### config.mk
export PLATFORM = sky130hd
export DESIGN_NAME = lsu_mem_master
export DESIGN_NICKNAME = d
export VERILOG_FILES = /design/src/rtl/lsu_pkg.sv /design/src/rtl/lsu_load_align.sv /design/src/rtl/lsu_mem_master.sv
export SDC_FILE = /design/constraint.sdc
export NUM_CORES = 1
export LEC_CHECK = 0
export ABC_AREA = 1
export CAP_MARGIN = 25
export CELL_PAD_IN_SITES_DETAIL_PLACEMENT = 0
export CELL_PAD_IN_SITES_GLOBAL_PLACEMENT = 2
export CORE_MARGIN = 10
export CORE_UTILIZATION = 28
export DETAILED_ROUTE_END_ITERATION = 8
export PLACE_DENSITY_LB_ADDON = 0.05
export SLEW_MARGIN = 20
export SYNTH_ARGS = -nofsm -noshare
export SYNTH_HDL_FRONTEND = slang
export SYNTH_HIERARCHICAL = 1
export SYNTH_SLANG_ARGS = --single-unit
### constraint.sdc
create_clock -name clk -period 5.26 [get_ports clk]
set_input_delay 1.052 -clock clk [delete_from_list [all_inputs] [get_ports clk]]
set_output_delay 1.052 -clock clk [all_outputs]
set_load 0.02 [all_outputs]
### src/rtl/lsu_pkg.sv
// Shared definitions for the load/store unit: RV32 width codes, FSM states and request legality helpers.
package lsu_pkg;

    localparam logic [2:0] F3_B  = 3'b000;
    localparam logic [2:0] F3_H  = 3'b001;
    localparam logic [2:0] F3_W  = 3'b010;
    localparam logic [2:0] F3_BU = 3'b100;
    localparam logic [2:0] F3_HU = 3'b101;

    typedef enum logic [1:0] {
        IDLE,
        ACCESS,
        WRITE,
        RESP
    } state_t;

    // Unsigned widths exist only for loads, so a store with BU/HU is illegal.
    function automatic logic is_illegal(input logic we, input logic [2:0] funct3);
        logic bad;
        case (funct3)
            F3_B, F3_H, F3_W: bad = 1'b0;
            F3_BU, F3_HU:     bad = we;
            default:          bad = 1'b1;
        endcase
        return bad;
    endfunction

    function automatic logic is_misaligned(input logic [2:0] funct3, input logic [1:0] addr_lo);
        logic bad;
        if (funct3[1:0] == 2'b01)
            bad = addr_lo[0];
        else if (funct3 == F3_W)
            bad = |addr_lo;
        else
            bad = 1'b0;
        return bad;
    endfunction

endpackage

### src/rtl/lsu_load_align.sv
// Combinational load lane extraction: picks the byte/half lane from the memory word and sign/zero extends it.
module lsu_load_align
    import lsu_pkg::*;
#(
    parameter int XLEN = 32
) (
    input  logic [XLEN-1:0] word_i,
    input  logic [2:0]      funct3_i,
    input  logic [1:0]      addr_lo_i,
    output logic [XLEN-1:0] result_o
);

    logic [7:0]  byte_sel;
    logic [15:0] half_sel;

    always_comb begin
        byte_sel = word_i[{addr_lo_i, 3'b000} +: 8];
        half_sel = addr_lo_i[1] ? word_i[16 +: 16] : word_i[0 +: 16];
        case (funct3_i)
            F3_B:    result_o = {{(XLEN-8){byte_sel[7]}}, byte_sel};
            F3_BU:   result_o = {{(XLEN-8){1'b0}}, byte_sel};
            F3_H:    result_o = {{(XLEN-16){half_sel[15]}}, half_sel};
            F3_HU:   result_o = {{(XLEN-16){1'b0}}, half_sel};
            F3_W:    result_o = word_i;
            default: result_o = '0;
        endcase
    end

endmodule

### src/rtl/lsu_mem_master.sv
// RV32 load/store unit driving a word-wide memory; SB/SH go through a read-modify-write cycle.
// Build option: define LSU_MISALIGN_TRAP_EN to report misaligned half/word accesses as errors.
module lsu_mem_master
    import lsu_pkg::*;
#(
    parameter int ADDR_W = 32,
    parameter int XLEN   = 32
) (
    input  logic              clk,
    input  logic              rst,
    input  logic              req_valid,
    output logic              req_ready,
    input  logic              req_we,
    input  logic [2:0]        req_funct3,
    input  logic [ADDR_W-1:0] req_addr,
    input  logic [XLEN-1:0]   req_wdata,
    output logic              resp_valid,
    output logic [XLEN-1:0]   resp_rdata,
    output logic              resp_err,
    output logic [ADDR_W-1:0] mem_addr,
    output logic [XLEN-1:0]   mem_wdata,
    output logic              mem_we,
    input  logic [XLEN-1:0]   mem_rdata
);

    state_t            state_q, state_d;
    logic              we_q, we_d;
    logic [2:0]        funct3_q, funct3_d;
    logic [ADDR_W-1:0] addr_q, addr_d;
    logic [XLEN-1:0]   wdata_q, wdata_d;
    logic [XLEN-1:0]   merge_q, merge_d;
    logic [XLEN-1:0]   rdata_q, rdata_d;
    logic              err_q, err_d;

    logic              req_fault;
    logic [XLEN-1:0]   load_result;
    logic [XLEN-1:0]   merge_word;

`ifdef LSU_MISALIGN_TRAP_EN
    assign req_fault = is_illegal(req_we, req_funct3) || is_misaligned(req_funct3, req_addr[1:0]);
`else
    assign req_fault = is_illegal(req_we, req_funct3);
`endif

    assign mem_addr = {addr_q[ADDR_W-1:2], 2'b00};

    lsu_load_align #(
        .XLEN(XLEN)
    ) u_load_align (
        .word_i   (mem_rdata),
        .funct3_i (funct3_q),
        .addr_lo_i(addr_q[1:0]),
        .result_o (load_result)
    );

    // funct3 bit 0 separates SH from SB; only those two reach the merge path.
    always_comb begin
        merge_word = mem_rdata;
        if (funct3_q[0])
            merge_word[{addr_q[1], 4'b0000} +: 16] = wdata_q[15:0];
        else
            merge_word[{addr_q[1:0], 3'b000} +: 8] = wdata_q[7:0];
    end

    always_comb begin
        state_d  = state_q;
        we_d     = we_q;
        funct3_d = funct3_q;
        addr_d   = addr_q;
        wdata_d  = wdata_q;
        merge_d  = merge_q;
        rdata_d  = rdata_q;
        err_d    = err_q;

        req_ready  = 1'b0;
        resp_valid = 1'b0;
        resp_rdata = '0;
        resp_err   = 1'b0;
        mem_we     = 1'b0;
        mem_wdata  = '0;

        case (state_q)
            IDLE: begin
                req_ready = 1'b1;
                if (req_valid) begin
                    we_d     = req_we;
                    funct3_d = req_funct3;
                    addr_d   = req_addr;
                    wdata_d  = req_wdata;
                    rdata_d  = '0;
                    err_d    = req_fault;
                    state_d  = req_fault ? RESP : ACCESS;
                end
            end
            ACCESS: begin
                if (!we_q) begin
                    rdata_d = load_result;
                    state_d = RESP;
                end else if (funct3_q == F3_W) begin
                    mem_we    = 1'b1;
                    mem_wdata = wdata_q;
                    state_d   = RESP;
                end else begin
                    merge_d = merge_word;
                    state_d = WRITE;
                end
            end
            WRITE: begin
                mem_we    = 1'b1;
                mem_wdata = merge_q;
                state_d   = RESP;
            end
            RESP: begin
                resp_valid = 1'b1;
                resp_rdata = rdata_q;
                resp_err   = err_q;
                state_d    = IDLE;
            end
            default: state_d = IDLE;
        endcase
    end

    always_ff @(posedge clk or posedge rst) begin
        if (rst) begin
            state_q  <= IDLE;
            we_q     <= 1'b0;
            funct3_q <= '0;
            addr_q   <= '0;
            wdata_q  <= '0;
            merge_q  <= '0;
            rdata_q  <= '0;
            err_q    <= 1'b0;
        end else begin
            state_q  <= state_d;
            we_q     <= we_d;
            funct3_q <= funct3_d;
            addr_q   <= addr_d;
            wdata_q  <= wdata_d;
            merge_q  <= merge_d;
            rdata_q  <= rdata_d;
            err_q    <= err_d;
        end
    end

endmodule

Word-level counts from Yosys, hierarchy flattened
Cells that the tools add are included.
{"block": "op_classes", "addsub": 2, "n_eq_ne": 13, "shifts": 5, "muxes": 24, "bitwise": 1, "reduce_logical": 9}
{"op": "2-to-1 mux 32 bit", "count": 6}
{"op": "case mux 32 bit (5 select lines)", "count": 1}
{"op": "case mux 32 bit (2 select lines)", "count": 2}
{"op": "bitwise mux 32 bit", "count": 2}
{"op": "variable shift 16 x 7 -> 32 bit (first input constant)", "count": 1}
{"op": "variable shift 8 x 7 -> 32 bit (first input constant)", "count": 1}
{"op": "indexed part select 16 x 7 -> 32 bit", "count": 1}
{"op": "indexed part select 32 x 6 -> 8 bit", "count": 1}
{"op": "indexed part select 8 x 7 -> 32 bit", "count": 1}
{"op": "2-to-1 mux 16 bit", "count": 1}
{"op": "negator 5 -> 7 bit", "count": 2}
{"op": "equality test 3 bit (second input constant)", "count": 4}
{"op": "case mux 2 bit (4 select lines)", "count": 1}
{"op": "2-to-1 mux 1 bit", "count": 7}
{"op": "equality test 3 x 1 -> 1 bit (second input constant)", "count": 2}
{"op": "equality test 3 x 2 -> 1 bit (second input constant)", "count": 2}
{"op": "zero test 3 bit", "count": 2}
{"op": "AND reduction 3 bit", "count": 2}
{"op": "equality test 2 bit (second input constant)", "count": 2}
{"op": "2-to-1 mux 2 bit", "count": 2}
{"op": "inequality test 2 bit (second input constant)", "count": 2}
{"op": "case mux 1 bit (2 select lines)", "count": 2}
{"op": "OR reduction 3 bit", "count": 1}
{"op": "equality test 2 x 1 -> 1 bit (second input constant)", "count": 1}
{"op": "other kinds (5)", "count": 5}
{"block": "totals", "ff_bits": 135, "in_bits": 103, "out_inout_bits": 100, "elab_cells": 62}

Longest topological paths before layout
{"block": "logic_depth", "depth_word": 6, "mapped_depth": 10, "depth_no_buf": 9}

Hierarchy
Netlist, hierarchy kept.
{"mod": "lsu_mem_master", "n_inst": 1, "cells_per_inst": 963, "area_per_inst_um2": 7521.0, "seq_area_each_um2": 3378.2}
{"mod": "lsu_load_align", "n_inst": 1, "cells_per_inst": 198, "area_per_inst_um2": 897.1, "seq_area_each_um2": 0.0}

Worst setup path before layout
OpenSTA, ideal clock, no wires.
{"block": "synth_timing", "kind": "reg2out", "from": "reg state_q[1]", "to": "out mem_wdata[1]", "t_arrival_ns": 1.576, "required_ns": 4.208, "setup_slack_ns": 2.632, "path_stages_with_launch": 9, "path_buffers": 2, "cell_sequence": "dfrtp_1 inv_1 ha_1 buf_4 nand2_4 nor2_4 buf_4 nand2_1 a21oi_1"}
{"block": "synth_via", "elab_chain_len": 2, "elab_cells_between_ends": 3, "classes_between": "eq/ne: 2; mux: 1"}
{"element": "from (decl)", "line_no": "lsu_mem_master.sv:26", "text": "state_t state_q, state_d;"}
{"element": "from (signal assigned)", "line_no": "lsu_mem_master.sv:134", "text": "state_q <= state_d;"}
{"element": "equality test 2 bit or equality test 2 x 1 -> 1 bit (tied branches)", "line_no": "lsu_mem_master.sv:82", "text": "case (state_q)"}
{"element": "case mux 32 bit (2 select lines) (*)", "line_no": "lsu_mem_master.sv:82"}
{"element": "to (decl)", "line_no": "lsu_mem_master.sv:21", "text": "output logic [XLEN-1:0] mem_wdata,"}
Mark *: on every way between the ends. The rest lies on a longest branch, timed or not.

Final worst setup path
{"block": "layout_timing", "from": "reg state_q[1]", "to": "out mem_wdata[22]"}
The elaborated chain is that of the path after synthesis.

==> metrics.md <==
| Metric | Value |
|---|---|
| Setup Fix Bufs, Post-CTS | `0` |
| Min-Delay Path Depth | `2` |
| Worst relative slew slack | `43.30%` |
| Setup Skew | `approximately 0.015 ns` |
| Vias in the first global route | `8023` |
| Startpoint Class | `register` |
| WL met2 | `15330 microns` |
| Post-synth top area cell | `dfrtp_1` |
| Worst EP required | `around 4.2 ns` |
| 1st-iter DRT viols | `385` |
| HP Class | `register to register` |
| Yosys reg bits | `roughly 140` |
| Cell area after layout | `between 10000 and 15000 sq um` |
| R2R Setup Slk | `approximately 2.8 ns` |
| Global-route wire length before repair | `49070 microns` |
| Post-Route WL | `approximately 32000 microns` |
| Fin Setup TNS | `0 ns` |
| Grt total ovfl | `0` |
| Post-synthesis cell area | `8418 sq um` |
| DIE HEIGHT | `a little under 200 microns` |
| Worst R2R Start | `state_q[0]` |
| Clk Latency, worst-skew pair | `around 0.44 ns` |
| Via count | `between 7k and 8k` |
| Ys Warns | `6` |
| CP endpoint | `mem_wdata[22]` |
| Final HPWL DP | `between 20000 and 25000 microns` |
| Clock sinks | `between 100 and 150` |
| Crit Path Class | `register to output pin` |
| Ports | `203` |
| Critical Path AT | `3.02 ns` |
| Placed insts | `1672` |
| Initial core utilization | `28.40%` |
| Finished Layout Cells | `1705` |
| Antenna violations before repair | `0` |
| Status | `completed` |
| Proportion of layout cells with a drive suffix above 1 | `under 10%` |
| Top-count cell post-synth | `nand2_1` |
| Row Count | `63` |
| # port buffers | `200` |
| FMAX | `around 250 MHz` |
| Final Hold Vio Count | `0` |
| Top FF cell, synth | `dfrtp_1` |
| Post-cts gate resize count | `0` |
| Post-route ant nets | `0` |
| Hold_buf cts | `0` |
| Register area share after synthesis | `40.13%` |
| Static Leak | `5.197 nW` |
| RD Place Congestion | `0.8013` |
| CTS clk-pin slew, worst paths | `0.06 ns` |
| Clk buf depth | `2` |
| Max Used Layer | `met4` |
| Tcrit/Tclk final | `77.36%` |
| Syn_area_per_cell | `7.251 sq um` |
| Worst-path fanout max | `35` |
| Post-synth top cells | `377 x nand2_1, 165 x nor2_1, 135 x dfrtp_1` |
| Core Region | `29640 sq um` |
| Total Die Area | `roughly 37000 sq um` |
| Setup Viol. Count Final | `0` |
| Routed wl met3 | `roughly 1300 microns` |
| WL/cell | `around 18 microns` |
| RSZ-0062 raised after global routing | `no` |
| Reg2reg end | `wdata_q[30]` |
| Tot GR Track Use | `between 15 and 20%` |
| Number of max-cap violations | `0` |
| Met1 wire length | `around 14000 microns` |
| # DRC | `0` |
| CTS Root Cell | `clkbuf_16` |
| Max Slew Vio Count | `0` |
| Layout area overhead | `30.08%` |
| R2R depth | `5` |
| Final Critical Period | `between 4 and 5 ns` |
| DR vias/cell | `4.533` |
| CTS tree | `built` |
| CP startpoint | `state_q[1]` |
| Die Span X | `193.4 microns` |
| Power Density | `605.7 nW/um^2` |
| Cells after synthesis | `roughly 1.2k` |
| Yosys top cell area share | `40.13%` |
| Largest net degree at the start of global routing | `79` |
| Peak VDD IR | `0.3024 mV` |
| # H-tree levels | `4` |
| Cts bufs inserted | `17` |
| Distinct cells, synth | `29` |
| Hold_sp | `rdata_q[24]` |
| First-pass DRT Iterations | `5` |
| Worst Max-Slew Pin Slew | `0.8505 ns` |
| Post-synth EDFFs | `0` |
| Asr flop ratio synth | `100.0%` |
| Placed inst area | `10380 sq um` |
| Nets@finish | `roughly 1.4k` |
| Top cells by area, synth | `dfrtp_1 40%, nand2_1 17%, nor2_1 7.4%, mux2_2 6.8%, o21ai_0 5.4%` |
| Nature of the critical path endpoint | `output pin` |
[registers in the layout (all words and copies together), names as in the netlist]
signal,count
addr_q,32
rdata_q,32
err_q,1
wdata_q,32
we_q,1
state_q,2
merge_q,32
funct3_q,3
[through the flow]
stage               utilization, %  setup slack [ns]  hold WS, ns  total power [W]
floorplan                        -            0.5969       0.4529         0.004383
global placement             35.01             1.705       0.4691         0.005511
detailed placement           35.01             1.614       0.4734         0.005518
CTS                          36.94             1.125       0.4908         0.006763
global route                 36.94            0.9370       0.5024         0.007217
finish                       36.95             1.191       0.4827         0.006633
[worst max-delay path: stages, from the launching register on]
cell             delay (ns)
dfrtp_1                0.42
inv_1                  0.15
ha_1                   0.16
buf_4                  0.33
nand2_4                0.12
nor2_4                 0.11
buf_4                  0.39
nand2_1                0.09
a21oi_1                0.16
clkdlybuf4s50_1        0.63
[cells by family after synthesis]
family | share of synthesized area, %
fa+ha+maj | 1.486
buf+inv | 12.43
simple gates | 27.02
flops | 40.13
compound gates | 11.31
other cells | 0.04455
mux | 7.580
[area by class of cell]
cell class,instances,area (sq um)
Inverter,109,415.4
Clock inverter,14,131.4
Tap cell,390,488.0
Clock buffer,18,439.2
Antenna cell,1,2.502
Timing Repair Buffer,212,2092
Multi-Input combinational cell,826,4003
Fill cell,3217,18690
Sequential cell,135,3379
[routing by layer]
metal / global-route usage, % / up-vias
li1: - / 3871
met1: 21.15 / 3680
met2: 27.44 / 153
met3: 3.734 / 24
met4: 4.578 / 0
met5: 0 / -
[cell usage in the layout (no fill, tap or decap), types with 3 or more instances in the layout]
master / count
a21oi_1: 86
buf_4: 12
clkbuf_16: 17
clkdlybuf4s50_1: 200
clkinv_4: 3
clkinvlp_4: 3
dfrtp_1: 134
ha_1: 8
inv_1: 101
inv_2: 5
inv_6: 4
inv_8: 5
mux2_1: 3
mux2_2: 51
nand2_1: 377
nand2_2: 4
nand2_4: 4
nand3_1: 16
nor2_1: 165
nor2_2: 3
o211ai_1: 6
o21ai_0: 91
[report_power, final]
| part | internal [W] | switching [W] |
|---|---|---|
| clock network | 0.000639 | 0.000565 |
| logic | 0.00134 | 0.00215 |
| registers | 0.00154 | 0.000403 |
[worst min path at each step]
stage                        to
detailed placement  rdata_q[24]
floorplan           rdata_q[10]
finish              rdata_q[24]
CTS                 rdata_q[24]
global route        rdata_q[22]
global placement    rdata_q[24]
(Power assumes the default switching activity.)
